===== config.mk =====
export PLATFORM = sky130hd
export DESIGN_NAME = regfile_serial_mp
export DESIGN_NICKNAME = d
export VERILOG_FILES = /design/src/rtl/regfile_serial_pkg.sv /design/src/rtl/regfile_bit_shifter.sv /design/src/rtl/regfile_serial_mp.sv
export SDC_FILE = /design/constraint.sdc
export NUM_CORES = 1
export LEC_CHECK = 0
export CORE_MARGIN = 4
export CORE_UTILIZATION = 55
export DETAILED_ROUTE_END_ITERATION = 7
export PLACE_DENSITY = 0.75
export SLEW_MARGIN = 20
export SYNTH_ARGS = -nofsm -noshare
export SYNTH_HDL_FRONTEND = slang
export SYNTH_SLANG_ARGS = --single-unit

===== constraint.sdc =====
create_clock -name clk -period 6.17 [get_ports clk]
set_input_delay 0.9255 -clock clk [delete_from_list [all_inputs] [get_ports clk]]
set_output_delay 0.9255 -clock clk [all_outputs]
set_load 0.02 [all_outputs]

===== src/rtl/regfile_serial_pkg.sv =====
// Shared types for the bit-serial register file: operand-1 shift modes and
// the serial pass controller states.
package regfile_serial_pkg;

    localparam int SHIFT_MODE_W = 2;

    typedef enum logic [SHIFT_MODE_W-1:0] {
        PASS = 2'b00,
        SLL  = 2'b01,
        SRL  = 2'b10,
        SRA  = 2'b11
    } shift_mode_e;

    typedef enum logic [1:0] {
        IDLE  = 2'b00,
        SHIFT = 2'b01,
        DONE  = 2'b10
    } state_e;

endpackage


===== src/rtl/regfile_bit_shifter.sv =====
// Combinational bit picker for serial operand 1: selects bit i of the word
// shifted by s under the requested mode. Index arithmetic is one bit wider
// than the bit index so i+s never wraps.
module regfile_bit_shifter
    import regfile_serial_pkg::*;
#(
    parameter int REG_WIDTH = 8,
    parameter int IDX_W     = $clog2(REG_WIDTH)
) (
    input  logic [REG_WIDTH-1:0] word,
    input  logic [IDX_W-1:0]     idx,
    input  logic [IDX_W-1:0]     amt,
    input  shift_mode_e          mode,
    output logic                 bit_out
);

    localparam logic [IDX_W:0] LAST = (IDX_W+1)'(REG_WIDTH - 1);

    logic [IDX_W:0] i_ext;
    logic [IDX_W:0] s_ext;
    logic [IDX_W:0] sum;
    logic [IDX_W:0] diff;

    // Select the shifted bit; out-of-range positions fill with 0 or the sign bit.
    always_comb begin
        // NOTE: every output of a combinational block gets a default first so no path infers a latch.
        bit_out = 1'b0;
        i_ext   = {1'b0, idx};
        s_ext   = {1'b0, amt};
        sum     = i_ext + s_ext;
        diff    = i_ext - s_ext;
        case (mode)
            PASS: bit_out = word[idx];
            SLL:  if (i_ext >= s_ext) bit_out = word[diff[IDX_W-1:0]];
            SRL:  if (sum <= LAST)    bit_out = word[sum[IDX_W-1:0]];
            SRA:  bit_out = (sum <= LAST) ? word[sum[IDX_W-1:0]] : word[REG_WIDTH-1];
            default: bit_out = 1'b0;
        endcase
    end

endmodule


===== src/rtl/regfile_serial_mp.sv =====
// Parametrised bit-serial register file with a self-timed serial pass
// controller: two serial read operands (operand 1 shiftable), serial
// write-back committed at end of pass, parallel stores while idle.
// Optional feature macro: REGFILE_ZERO_REG_EN (register 0 hardwired to zero).
module regfile_serial_mp
    import regfile_serial_pkg::*;
#(
    parameter int REG_WIDTH = 8,
    parameter int REG_COUNT = 8,
    parameter int IDX_W     = $clog2(REG_WIDTH),
    parameter int ADDR_W    = $clog2(REG_COUNT)
) (
    input  logic                    clk,
    input  logic                    rstn,
    input  logic                    start,
    input  logic [ADDR_W-1:0]       rs1_addr,
    input  logic [ADDR_W-1:0]       rs2_addr,
    input  logic [ADDR_W-1:0]       rd_addr,
    input  logic [SHIFT_MODE_W-1:0] shift_mode,
    input  logic [IDX_W-1:0]        shift_amt,
    input  logic                    wb_en,
    input  logic                    rd_bit,
    input  logic                    par_we,
    input  logic [ADDR_W-1:0]       par_addr,
    input  logic [REG_WIDTH-1:0]    par_data,
    output logic                    busy,
    output logic                    done,
    output logic [IDX_W-1:0]        bit_index,
    output logic                    rs1_bit,
    output logic                    rs2_bit,
    output logic [REG_WIDTH-1:0]    rs1_par
);

    localparam logic [IDX_W-1:0] LAST_IDX = IDX_W'(REG_WIDTH - 1);

`ifdef REGFILE_ZERO_REG_EN
    localparam bit ZERO_REG = 1'b1;
`else
    localparam bit ZERO_REG = 1'b0;
`endif

    state_e                 state_q, state_d;
    logic [REG_WIDTH-1:0]   regs [REG_COUNT];
    logic [REG_WIDTH-1:0]   wb_buf;
    logic [ADDR_W-1:0]      rs1_q, rs2_q, rd_q;
    shift_mode_e            mode_q;
    logic [IDX_W-1:0]       amt_q;
    logic                   wb_en_q;
    logic [IDX_W-1:0]       bit_idx_q;
    logic [IDX_W-1:0]       amt_sat;
    logic                   accept;
    logic                   par_ok;
    logic                   commit_ok;
    logic                   sh_bit;

    // Shift distances beyond the register width saturate to the last bit.
    assign amt_sat   = ({1'b0, shift_amt} > {1'b0, LAST_IDX}) ? LAST_IDX : shift_amt;
    assign accept    = (state_q == IDLE) && start;
    assign par_ok    = (state_q == IDLE) && par_we && !(ZERO_REG && (par_addr == '0));
    assign commit_ok = (state_q == DONE) && wb_en_q && !(ZERO_REG && (rd_q == '0));

    // Controller state register.
    always_ff @(posedge clk or negedge rstn) begin
        // NOTE: sequential state uses non-blocking assignments so all registers update from pre-edge values.
        if (!rstn) state_q <= IDLE;
        else       state_q <= state_d;
    end

    // Next-state and status outputs.
    always_comb begin
        state_d = state_q;
        busy    = 1'b0;
        done    = 1'b0;
        case (state_q)
            IDLE:  if (start) state_d = SHIFT;
            SHIFT: begin
                busy = 1'b1;
                if (bit_idx_q == LAST_IDX) state_d = DONE;
            end
            DONE: begin
                busy    = 1'b1;
                done    = 1'b1;
                state_d = IDLE;
            end
            default: state_d = IDLE;
        endcase
    end

    // Operand latches, bit counter, write-back capture and register array updates.
    always_ff @(posedge clk or negedge rstn) begin
        if (!rstn) begin
            // NOTE: the register array is reset explicitly because an aborted pass must leave every register at zero.
            for (int r = 0; r < REG_COUNT; r++) regs[r] <= '0;
            wb_buf    <= '0;
            rs1_q     <= '0;
            rs2_q     <= '0;
            rd_q      <= '0;
            mode_q    <= PASS;
            amt_q     <= '0;
            wb_en_q   <= 1'b0;
            bit_idx_q <= '0;
        end else begin
            if (accept) begin
                rs1_q   <= rs1_addr;
                rs2_q   <= rs2_addr;
                rd_q    <= rd_addr;
                mode_q  <= shift_mode_e'(shift_mode);
                amt_q   <= amt_sat;
                wb_en_q <= wb_en;
            end
            if (par_ok)    regs[par_addr] <= par_data;
            if (commit_ok) regs[rd_q]     <= wb_buf;
            if (state_q == SHIFT) begin
                wb_buf[bit_idx_q] <= rd_bit;
                bit_idx_q         <= (bit_idx_q == LAST_IDX) ? '0 : bit_idx_q + 1'b1;
            end else begin
                bit_idx_q <= '0;
            end
        end
    end

    regfile_bit_shifter #(
        .REG_WIDTH (REG_WIDTH),
        .IDX_W     (IDX_W)
    ) u_shifter (
        .word    (regs[rs1_q]),
        .idx     (bit_idx_q),
        .amt     (amt_q),
        .mode    (mode_q),
        .bit_out (sh_bit)
    );

    assign bit_index = bit_idx_q;
    assign rs1_bit   = (state_q == SHIFT) && sh_bit;
    assign rs2_bit   = (state_q == SHIFT) && regs[rs2_q][bit_idx_q];
    assign rs1_par   = regs[rs1_addr];

endmodule


==> results of run 1 <==
[worst max-delay path by stage]
stage | from | endpoint | slack [ns]
after floorplan | bit_index[0] | rs1_bit | 2.94
after global placement | rs1_addr[1] | rs1_par[2] | 2.03
after detailed placement | rs1_addr[1] | rs1_par[2] | 2.00
after CTS | bit_index[1] | rs1_bit | 1.68
after global routing | rs1_q[0] | rs1_bit | 1.47
final | rs1_q[0] | rs1_bit | 1.60
[cells in the final DEF, fill, tap and decap left out, drive strengths merged, types with 5 or more instances in the layout]
cell type / n
clkdlybuf4s50: 44
mux2i: 75
dfrtp: 92
ha: 12
a21oi: 17
buf: 11
nor3b: 5
mux4: 45
clkbuf: 10
mux2: 41
nand2: 57
or2: 5
nand2b: 7
inv: 10
o21ai: 53
nor2: 38
nor3: 9
o22ai: 5
[critical path, stage by stage (launching register included)]
cell             delay (ns)
dfrtp_1                0.71
buf_4                  0.35
mux4_1                 0.56
o21ai_0                0.41
mux4_1                 0.38
o211ai_2               0.09
o211a_1                0.23
clkdlybuf4s50_1        0.54
[per-layer routing]
layer  wire length (um)  track usage, %
met1               6800            35.7
met2               8180            42.9
met3               1500            6.05
met4                715            13.2
met5                  0               0
[state kept, by name, indices dropped and copies added, names as in the netlist]
| register | count |
|---|---|
| regs | 64 |
| wb_buf | 8 |
| amt_q | 3 |
| bit_index | 3 |
| rd_q | 3 |
| rs1_q | 3 |
| rs2_q | 3 |
| mode_q | 2 |
| state_q | 2 |
| wb_en_q | 1 |
[power groups by stage]
stage	sequential, mW	clock, mW	combinational [mW]
2_1_floorplan	1.11	0	1.61
3_3_place_gp	1.36	0	1.78
3_5_place_dp	1.38	0	1.83
4_1_cts	1.37	0.604	1.84
5_1_grt	1.44	0.630	2.01
6_report	1.39	0.598	1.86
[cell type report]
class	count	area [um^2]
multi-input cells	418	3730
fillers	869	3950
clock buffers	10	229
well taps	140	175
clock inverters	6	88.8
flip-flops and latches	92	2300
repair buffers	55	523
inverters	10	37.5
[cell families after synthesis]
| group | Yosys count | share of synthesized area (%) |
|---|---|---|
| flops | 92 | 36.5 |
| xor+xnor | 3 | 0.416 |
| mux | 161 | 35.6 |
| buf+inv | 57 | 4.64 |
| fa+ha+maj | 14 | 3.01 |
| compound gates | 95 | 9.14 |
| simple gates | 145 | 10.7 |
[stage by stage]
step | util (%) | area (um^2) | power (mW) | hold slack, ns | setup slack [ns]
5_1_grt | 64.2 | 7080 | 4.09 | 0.493 | 1.47
6_report | 64.2 | 7080 | 3.85 | 0.477 | 1.60
2_1_floorplan | - | 6310 | 2.72 | 0.493 | 2.94
3_3_place_gp | 61.2 | 6750 | 3.13 | 0.507 | 2.03
3_5_place_dp | 61.3 | 6760 | 3.21 | 0.531 | 2.00
4_1_cts | 64.2 | 7080 | 3.82 | 0.479 | 1.68
==> flow_metrics.env, run 1 <==
export IMPL_layout_nets=631
export IMPL_setup_viol=0
export IMPL_coreArea_mm2=0.0110
export IMPL_clk_pin_slew_worst_paths_ns=0.07
export IMPL_grt_first_pass_wirelength_um=27000
export IMPL_cts_setup_buffers=0
export IMPL_setup_tns_ns=0
export IMPL_dp_hpwl_um=11700
export IMPL_ctsLongestPathBuffers=2
export IMPL_swShare_pct=39.9
export IMPL_synth_edf_count=0
export IMPL_worst_r2r_startpoint="state_q[1]"
export IMPL_avgViaCountPerCell=6.64
export IMPL_netlist_area_mm2=0.00631
export IMPL_p_seq_share_pct=36.2
export IMPL_wire_per_inst_um=23.5
export IMPL_pin_count=46
export IMPL_die_h_um=115
export IMPL_drt_initial_drc_count=457
export IMPL_cts_resized=0
export IMPL_antenna_left=0
export IMPL_fin_crit_ns=4.57
export IMPL_yosysTopAreaCell="dfrtp_1"
export IMPL_max_cap_viol_count=0
export IMPL_fin_crit_sh_pct=74.0
export IMPL_drc=0
export IMPL_cp_arrival_ns=3.64
export IMPL_drive_gt1_share_pct=21.3
export IMPL_finalClockSkew_ns=0.00783
export IMPL_max_slew_margin_rel_pct=32.6
export IMPL_synthFlopType="dfrtp_1"
export IMPL_crit_required_ns=5.24
export IMPL_numClockSinks=92
export IMPL_yosysMostFrequentCell="dfrtp_1"
export IMPL_pwr_share_comb_pct=48.2
export IMPL_reg2reg_to="regs[27]"
export IMPL_row_count=38
export IMPL_grt_max_degree=67
export IMPL_io_buffers=45
export IMPL_antenna_found_initial=0
export IMPL_placedCellCount=715
export IMPL_ys_ff_latch=92
export IMPL_netlist_instances=567
export IMPL_drt_first_pass_iters=5
export IMPL_area_growth_pct=12.3
export IMPL_ys_seq_area_share_pct=36.5
export IMPL_p_leak_nw=2.76
export IMPL_power_switching_mw=1.54
export IMPL_root_buffer="clkbuf_16"
export IMPL_reg2reg_depth=6
export IMPL_async_reset_ff_share_pct=100
export IMPL_hold_path_class="in -> async"
export IMPL_critPathLaunchType="register"
export IMPL_syn_area_per_cell_um2=11.1
export IMPL_report_final_hold_viol_count=0
export IMPL_ys_types=55
export IMPL_vias=4852
export IMPL_grt_usage_pct=27.2
export IMPL_worstSetupPathType="reg -> out"
export IMPL_yosys_warnings=0
export IMPL_status="completed"
export IMPL_die_x_um=115
export IMPL_cp_end_kind="output port"
export IMPL_htree_levels=3
export IMPL_layout_cells_non_filler=731
export IMPL_diodes=0
export IMPL_r2r_slack_ns=4.05
export IMPL_clkPwrFrac_pct=15.5
export IMPL_ir_drop_v=0.000344
export IMPL_die_area_mm2=0.0133
export IMPL_drt_total_wl_um=17200
export IMPL_clk_latency_ns=0.35
export IMPL_cts_hold_buf=0
export IMPL_cts_tree="built"
export IMPL_tightest_slew_ns=1.01
export IMPL_synth_common_cells="dfrtp_1, mux2i_1, nand2_1"
export IMPL_cts_buffers=9
export IMPL_place_gp_congestion=0.945
export IMPL_synth_nets=612
export IMPL_power_density_mw_per_mm2=543
export IMPL_drv_slew=0
export IMPL_initial_utilization_pct=57.2
export IMPL_cp_max_fo=14
export IMPL_grt_pass1_vias=4835
export IMPL_fmax_ghz=0.219
export IMPL_rsz0062_at_grt="false"
export IMPL_p_int_mw=2.31
export IMPL_yosys_top_cells_area="dfrtp_1, mux4_2, mux2i_1"
export IMPL_grt_overflow_total=0
export IMPL_netlist_area_leader_share_pct=36.5
Power figures use the tool's default switching activity.
==> run 2: changes to the inputs <==
clock period = 4.58 ns   (was 6.17 ns; I/O delays follow)
==> flow_metrics.env, run 2 (synthesized netlist as in run 1, its figures left out) <==
export IMPL_tightest_slew_ns=0.934
export IMPL_cts_tree="built"
export IMPL_power_switching_mw=2.08
export IMPL_io_buffers=45
export IMPL_die_h_um=115
export IMPL_antenna_found_initial=0
export IMPL_finalClockSkew_ns=0.00446
export IMPL_clk_latency_ns=0.35
export IMPL_setup_tns_ns=0
export IMPL_swShare_pct=39.9
export IMPL_total_power_mw=5.20
export IMPL_reg2reg_depth=6
export IMPL_grt_max_degree=52
export IMPL_final_cell_mix="dfrtp_1, mux2i_1, nand2_1, o21ai_0, clkdlybuf4s50_1"
export IMPL_initial_utilization_pct=57.2
export IMPL_ctsLongestPathBuffers=2
export IMPL_largest_reg_flops=64
export IMPL_dpl_cell_area_mm2=0.00681
export IMPL_multiInputGateArea_mm2=0.00372
export IMPL_max_slew_margin_rel_pct=37.8
export IMPL_row_count=38
export IMPL_wire_per_inst_um=23.8
export IMPL_cts_buffers=9
export IMPL_grt_overflow_total=0
export IMPL_max_cap_viol_count=0
export IMPL_report_final_hold_viol_count=0
export IMPL_cts_resized=0
export IMPL_drt_initial_drc_count=390
export IMPL_cp_max_fo=20
export IMPL_grt_usage_pct=28.2
export IMPL_r2r_slack_ns=2.47
export IMPL_vias=4774
export IMPL_hold_path_class="in -> async"
export IMPL_layout_nets=638
export IMPL_layout_cells_non_filler=737
export IMPL_antenna_left=0
export IMPL_crit_chain="mux4_1 > o21ai_0 > mux4_2 > o211ai_2 > o211a_1 > clkdlybuf4s50_1"
export IMPL_cpPeakStageDelay_ns=0.95
export IMPL_placedCellCount=722
export IMPL_regMostFlops="regs"
export IMPL_drive_gt1_share_pct=21.4
export IMPL_ir_drop_v=0.000494
export IMPL_avgViaCountPerCell=6.48
export IMPL_cp_end_kind="output port"
export IMPL_slowest_stage="dfrtp_1"
export IMPL_grtUsageMet2_pct=44.8
export IMPL_cts_setup_buffers=0
export IMPL_power_density_mw_per_mm2=731
export IMPL_clk_pin_slew_worst_paths_ns=0.06
export IMPL_worst_r2r_startpoint="state_q[0]"
export IMPL_fill_cells=866
export IMPL_crit_family="multiplexers"
export IMPL_root_buffer="clkbuf_16"
export IMPL_setup_viol=0
export IMPL_place_gp_congestion=0.949
export IMPL_mostFrequentLayoutCell="dfrtp_1"
export IMPL_rsz0062_at_grt="false"
export IMPL_use_met3_pct=5.11
export IMPL_grt_pass1_vias=4914
export IMPL_pwr_share_comb_pct=50.3
export IMPL_final_area_mm2=0.00711
export IMPL_p_seq_share_pct=35.0
export IMPL_fin_crit_sh_pct=94.6
export IMPL_worst_path_buf_inv=1
export IMPL_reg_top3="regs x64, wb_buf x8"
export IMPL_drt_first_pass_iters=5
export IMPL_cp_arrival_ns=3.65
export IMPL_regArea_mm2=0.00230
export IMPL_crit_required_ns=3.89
export IMPL_diodes=0
export IMPL_fin_crit_ns=4.33
export IMPL_pin_count=46
export IMPL_fmax_ghz=0.231
export IMPL_drc=0
export IMPL_numClockSinks=92
export IMPL_drt_total_wl_um=17500
export IMPL_worstSetupPathType="reg -> out"
export IMPL_p_int_mw=3.12
export IMPL_p_leak_nw=2.80
export IMPL_htree_levels=3
export IMPL_critPathLaunchType="register"
export IMPL_coreArea_mm2=0.0110
export IMPL_dp_hpwl_um=12000
export IMPL_clkPwrFrac_pct=14.7
export IMPL_cts_hold_buf=0
export IMPL_met1_usage_pct=37.5
export IMPL_reg2reg_to="regs[63]"
export IMPL_drv_slew=0
export IMPL_die_area_mm2=0.0133
export IMPL_die_x_um=115
export IMPL_status="completed"
export IMPL_top_usage_layer="met2"
export IMPL_grt_first_pass_wirelength_um=28000
export IMPL_area_growth_pct=12.8
run 2: changes by cell type in the layout (fill, tap and decap cells not counted), sizes merged:
cell	previous run	this run
buf	11	18
clkbuf	10	14
clkinv	2	0
bufinv	2	1
clkinvlp	2	0
run 2: worst reg2reg max path, delay by kind of cell (launching register included):
family                     cells  cell delay, ns
and+or+nand+nor                2            0.81
muxes                          1            0.31
adders and majority gates      1            0.23
buffers and inverters          1            0.13
AOI/OAI and AO/OA              1            0.10
DFF                            1            0.38
run 2: layout make-up:
| cell class | count | area share, % |
|---|---|---|
| Clock buffer | 14 | 3.85 |
| Clock inverter | 1 | 0.422 |
| Inverter | 10 | 0.528 |
| Multi-Input combinational cell | 418 | 52.3 |
| Sequential cell | 92 | 32.4 |
| Tap cell | 140 | 2.46 |
| Timing Repair Buffer | 62 | 8.09 |
run 2: how the worst max path moves through the flow:
| stage | startpoint | endpoint | depth (start not counted) |
|---|---|---|---|
| 3_3_place_gp | rs1_q[0] | rs1_bit | 8 |
| 6_report | rs1_q[0] | rs1_bit | 6 |
| 4_1_cts | rs1_q[0] | rs1_bit | 8 |
| 5_1_grt | rs1_q[0] | rs1_bit | 6 |
| 2_1_floorplan | bit_index[0] | rs1_bit | 8 |
| 3_5_place_dp | rs1_q[0] | rs1_bit | 6 |
run 2: stage by stage:
step	hold WS [ns]	utilization, %	setup slack (ns)
3_5_place_dp	0.513	61.7	0.632
5_1_grt	0.433	64.5	0.0182
4_1_cts	0.393	64.5	0.278
6_report	0.370	64.5	0.248
2_1_floorplan	0.391	-	1.59
3_3_place_gp	0.507	61.7	0.749
run 2: routing by layer:
| layer | up-vias | part of all wire, % | wire length [um] |
|---|---|---|---|
| met2 | 222 | 50 | 8710 |
| met1 | 2358 | 40 | 6940 |
| li1 | 2147 | - | - |
| met3 | 47 | 6.9 | 1210 |
| met4 | 0 | 3.9 | 679 |
| met5 | - | 0 | 0 |
run 2: power by group through the flow:
stage	registers, mW	logic, mW	clock network (mW)
finish	1.82	2.62	0.766
global route	1.88	2.83	0.808
CTS	1.80	2.59	0.779
detailed placement	1.81	2.58	0
global placement	1.77	2.49	0
floorplan	1.49	2.17	0
==> patch 1: new RTL, config.mk and constraints of run 2 <==
Register the outputs `rs1_bit`, `rs2_bit` and `rs1_par`, cleared by the reset; this adds one clock of latency there. The other outputs are not delayed to match.
--- a/src/rtl/regfile_serial_mp.sv
+++ b/src/rtl/regfile_serial_mp.sv
@@ -131,9 +131,17 @@
     );
 
     assign bit_index = bit_idx_q;
-    assign rs1_bit   = (state_q == SHIFT) && sh_bit;
-    assign rs2_bit   = (state_q == SHIFT) && regs[rs2_q][bit_idx_q];
-    assign rs1_par   = regs[rs1_addr];
+    always_ff @(posedge clk or negedge rstn) begin
+        if (!rstn) begin
+            rs1_bit <= '0;
+            rs2_bit <= '0;
+            rs1_par <= '0;
+        end else begin
+            rs1_bit <= (state_q == SHIFT) && sh_bit;
+            rs2_bit <= (state_q == SHIFT) && regs[rs2_q][bit_idx_q];
+            rs1_par <= regs[rs1_addr];
+        end
+    end
 
 endmodule
 
Check against the original RTL: not equivalent (a bounded check fails within 4 cycles, from zero or initial values and one cycle with rstn low).
==> patch 1 against run 2 <==
- worst setup slack improved by 1.3 ns
- combinational power down 11%
- routed wire length decreased by 5.0%
- design area up 0.67%
- synthesized area increased by 2.0%
- core utilization decreased by 1.8 points
- non-clock buffer count fell by 14
- largest power group unchanged
- clock power decreased by 9.3%
- global-route usage decreased by 1.8 points
- power fell by 2.2%
- clock skew grew 0.0054 ns
- sequential cell count grew 10
==> patch 1: results (changes against run 2) <==
* Largest cells by area after synthesis: dfrtp_1 (40%), mux4_2 (15%), mux2i_1 (11%) (was dfrtp_1 (36%), mux4_2 (14%), mux2i_1 (12%))
* Synth cell types at 42 (was 55)
* DP HPWL at 11.45 mm (was 11.98 mm)
* Outcome: finished, final reports clean (unchanged)
* Largest regs: regs: 64 flops, rs1_par: 8 flops, wb_buf: 8 flops (was regs: 64 flops, wb_buf: 8 flops)
* Vias in the first global route at 4762 (was 4914)
* Top post-synthesis cells by count: dfrtp_1 (102), mux2i_1 (71), nand2_1 (60) (was dfrtp_1 (92), mux2i_1 (75), nand2_1 (57))
* Vias/cell at 6.503 (was 6.478)
* Slew headroom at 23.22% (was 37.76%)
* Die width at 116.2 um (was 115.1 um)
* Nets at 620 (was 638)
* Fraction of layout cells with a size suffix above 1 at 19.72% (was 21.44%)
* First-pass GRT wire length at 26.23 mm (was 28.00 mm)
* Synth Net Count at 607 (was 612)
* Leakage at 2.743 nW (was 2.802 nW)
* Inserted Clock Buffers at 9 (unchanged)
* Drt first pass iters at 5 (unchanged)
* Reg2reg setup slack at 1.56 ns (was 2.47 ns)
* Fraction of registers with async set/reset at 100.0% (unchanged)
* Peak VDD IR at 449.1 uV (was 494.0 uV)
* Worst Skew at 0.009852 ns (was 0.004459 ns)
* Critical path fanouts, max at 21 (was 20)
* Final GP Congestion at 0.8941 (was 0.9494)
* GRT Util Overall at 26.42% (was 28.23%)
* H-tree lvl count at 3 (unchanged)
* Largest net degree at the start of global routing at 80 (was 52)
* CP Data Arrival Time at 3.25 ns (was 3.65 ns)
* Sequential area share after synthesis at 39.65% (was 36.49%)
* Endpoints failing setup at 0 (unchanged)
* Final WL at 16.66 mm (was 17.55 mm)
* FMAX at 330.8 MHz (was 230.8 MHz)
* Warnings from Yosys at 0 (unchanged)
* DR iter-0 viols at 384 (was 390)
* Slowest cell delay on critical path at 0.99 ns (was 0.95 ns)
* Clk pin slew, worst setup/hold paths at 0.06 ns (about the same)
[patch 1: final cells by class]
| cell class | count | area (um^2) | area share, % |
|---|---|---|---|
| multi-input cells | 405 | 3670 | 51.24 |
| flip-flops and latches | 102 | 2554 | 35.66 |
| repair buffers | 48 | 469.2 | 6.551 |
| clock buffers | 11 | 232.7 | 3.249 |
| well taps | 143 | 178.9 | 2.498 |
| inverters | 9 | 33.78 | 0.4717 |
| clock inverters | 3 | 23.77 | 0.3319 |
[patch 1: worst reg2reg max path: cells and delay by family (launching register included)]
kind               cells  cell delay (ns)
DFF                    1             0.99
AOI/OAI and AO/OA      2             0.58
muxes                  3             1.21
and+or+nand+nor        1             0.12
[patch 1: through the flow]
stage                     cell area, um^2  cells  hold WS [ns]
after floorplan                      6437    562        0.3914
after global placement               6895    707        0.5117
final                                7162    721        0.3760
after CTS                            7157    721        0.5323
after detailed placement             6900    707        0.5173
after global routing                 7162    721        0.4277
[patch 1: final timing paths]
check                               from  endpoint
worst max-delay path            rs1_q[0]   rs1_bit
worst min-delay path                rstn  amt_q[0]
worst max register to register  rs1_q[0]   rs1_bit
worst min register to register   rd_q[0]   rd_q[0]
max in group asynchronous           rstn  regs[44]
min in group clk                 rd_q[0]   rd_q[0]
[patch 1: per-layer routing]
| layer | share of wire, % | GRT usage (%) |
|---|---|---|
| met1 | 41 | 36.57 |
| met2 | 49 | 41.66 |
| met4 | 2.5 | 8.739 |
| met5 | 0 | 0 |
| met3 | 7.6 | 6.218 |
[patch 1: cell families (layout without fill, tap and decap cells)]
family | count (synthesis) | count (layout) | synth area share [%]
buffers and inverters | 55 | 71 | 3.498
adder cells (fa/ha/maj) | 14 | 14 | 2.954
AND/OR/NAND/NOR | 133 | 133 | 9.407
flip-flops | 102 | 102 | 39.65
XOR/XNOR | 3 | 3 | 0.4082
multiplexers | 164 | 164 | 36.23
AO/OA/AOI/OAI | 91 | 91 | 7.853
[patch 1: report_power, final]
part / internal, mW / switching, mW
clock: 0.364 / 0.331
sequential: 1.34 / 0.716
combinational: 1.39 / 0.947
==> patch 2: new RTL, config.mk and constraints of run 2 <==
Made on the original files. Change the localparam `ZERO_REG` from 1'b0 to 1'b1.
--- a/src/rtl/regfile_serial_mp.sv
+++ b/src/rtl/regfile_serial_mp.sv
@@ -36,7 +36,7 @@
 `ifdef REGFILE_ZERO_REG_EN
     localparam bit ZERO_REG = 1'b1;
 `else
-    localparam bit ZERO_REG = 1'b0;
+    localparam bit ZERO_REG = 1'b1;
 `endif
 
     state_e                 state_q, state_d;
Formal check against the unedited RTL: not equivalent (a bounded check fails within 4 cycles, from zero or initial values and one cycle with rstn low).
==> patch 2 against run 2 <==
- register-to-register slack worse by 0.26 ns
- sequential cell count did not move
- routed wire length is 13% lower
- clock skew grew 0.0050 ns
- design area fell by 5.7%
- power shrank 11%
- die area is 4.4% lower
- core utilization fell by 0.66 points
- worst hold slack got worse by 0.033 ns
- clock power decreased by 24%
- synthesized area decreased by 4.7%
- worst setup slack improved by 0.24 ns
- critical endpoint unchanged
- largest power group unchanged
==> patch 2: results (changes against run 2) <==
* Outcome: finished, final reports clean (unchanged)
* Initial antenna violation count at 0 (unchanged)
* H-tree lvl count at 3 (unchanged)
* Vias/cell at 6.587 (was 6.478)
* Slew headroom at 23.93% (was 37.76%)
* Hold WC Path Type: in -> async (unchanged)
* Synth Net Count at 551 (was 612)
* Clock latency on the worst-skew pair at 0.38 ns (was 0.35 ns)
* Post-CTS Resized at 0 (unchanged)
* Slowest cell delay on critical path at 0.65 ns (was 0.95 ns)
* Warnings from Yosys at 0 (unchanged)
* R2R Path Start: state_q[1] (was state_q[0])
* CP Data Arrival Time at 3.40 ns (was 3.65 ns)
* DP HPWL at 10.98 mm (was 11.98 mm)
* Drt first pass iters at 4 (was 5)
* Longest Clk Path Bufs at 2 (unchanged)
* Final Core Density at 63.84% (was 64.50%)
* Inserted Clock Buffers at 9 (unchanged)
* Synth cell types at 44 (was 55)
* PortBufs at 45 (unchanged)
* Worst R2R End: regs[13] (was regs[63])
* Reg2reg setup slack at 2.21 ns (was 2.47 ns)
* Worst Skew at 0.009500 ns (was 0.004459 ns)
* Largest regs: regs: 64 flops, wb_buf: 8 flops (unchanged)
* Largest net degree at the start of global routing at 55 (was 52)
* Final GP Congestion at 0.8757 (was 0.9494)
* Largest cells by area after synthesis: dfrtp_1 (38%), mux4_2 (15%), mux2i_1 (11%) (was dfrtp_1 (36%), mux4_2 (14%), mux2i_1 (12%))
* DR iter-0 viols at 378 (was 390)
* Final WL at 15.26 mm (was 17.55 mm)
* Top post-synthesis cells by count: dfrtp_1 (92), mux2i_1 (68), nand2_1 (48) (was dfrtp_1 (92), mux2i_1 (75), nand2_1 (57))
* Post-CTS setup buffers at 0 (unchanged)
* GRT Util Overall at 24.96% (was 28.23%)
* Clk root buf: clkbuf_8 (was clkbuf_16)
* CP max stage cell: clkdlybuf4s50_1 (was dfrtp_1)
* Leakage at 2.620 nW (was 2.802 nW)
* Nets at 570 (was 638)
* Placed cell area at 0.006480 mm^2 (was 0.006808 mm^2)
* Number of fill cells at 814 (was 866)
* Ys flop type: dfrtp_1 (unchanged)
* Cell family with most CP delay: buffers and inverters (was multiplexers)
* Clk pin slew, worst setup/hold paths at 0.09 ns (was 0.06 ns)
* Sequential area share after synthesis at 38.29% (was 36.49%)
* Vias in the first global route at 4352 (was 4914)
* Yosys top cell by area: dfrtp_1 (unchanged)
* Peak VDD IR at 438.4 uV (was 494.0 uV)
* Critical path fanouts, max at 8 (was 20)
* Fraction of layout cells with a size suffix above 1 at 20.38% (was 21.44%)
* First-pass GRT wire length at 24.49 mm (was 28.00 mm)
## patch 2: changes by cell type after synthesis, sizes merged, moves of 6 or more
cell    delta
buf       -10
mux4       +9
nand2      -9
o21ai      -9
clkbuf     +8
mux2       -7
mux2i      -7
nor2       -6
## patch 2: kinds of logic after synthesis
group           synth area share [%]
fa+ha+maj                      3.163
xor+xnor                      0.2914
mux                            38.85
compound gates                 6.138
buf+inv                        4.141
simple gates                   9.135
flops                          38.29
## patch 2: layout make-up
type / instances / share of cell area (%)
clock inverters: 5 / 0.8952
well taps: 136 / 2.536
flip-flops and latches: 92 / 34.32
inverters: 10 / 0.5595
repair buffers: 53 / 7.572
multi-input cells: 359 / 51.87
clock buffers: 11 / 2.257
## patch 2: per-stage QoR
stage	power (mW)	hold WS [ns]	setup WS (ns)	instances
2_1_floorplan	3.349	0.3914	1.339	506
5_1_grt	4.911	0.3963	0.3662	666
6_report	4.632	0.3372	0.4891	666
3_3_place_gp	3.928	0.4011	0.9951	650
4_1_cts	4.608	0.3725	0.5132	666
3_5_place_dp	4.029	0.4017	0.9454	650
## patch 2: power by group
part	switching (mW)	internal, mW	total [mW]
registers	0.571	1.17	1.74
clock network	0.297	0.283	0.580
logic	0.979	1.33	2.31
total	1.85	2.79	4.63
## patch 2: how the worst max path moves through the flow
stage,from,to,slack [ns],cells past startpoint
after floorplan,bit_index[0],rs1_bit,1.34,8
after global placement,rs1_addr[1],rs1_par[2],1.0,5
after detailed placement,bit_index[0],rs1_bit,0.95,9
after CTS,bit_index[0],rs1_bit,0.51,9
after global routing,bit_index[0],rs1_bit,0.37,9
final,bit_index[0],rs1_bit,0.49,9
## patch 2: routing by layer
metal / wire [um] / GRT usage [%] / vias up
met5: 0 / 0 / -
met4: 309 / 8.173 / 0
met3: 1025 / 5.121 / 22
met2: 7227 / 38.74 / 186
met1: 6695 / 35.42 / 2254
li1: - / - / 1925
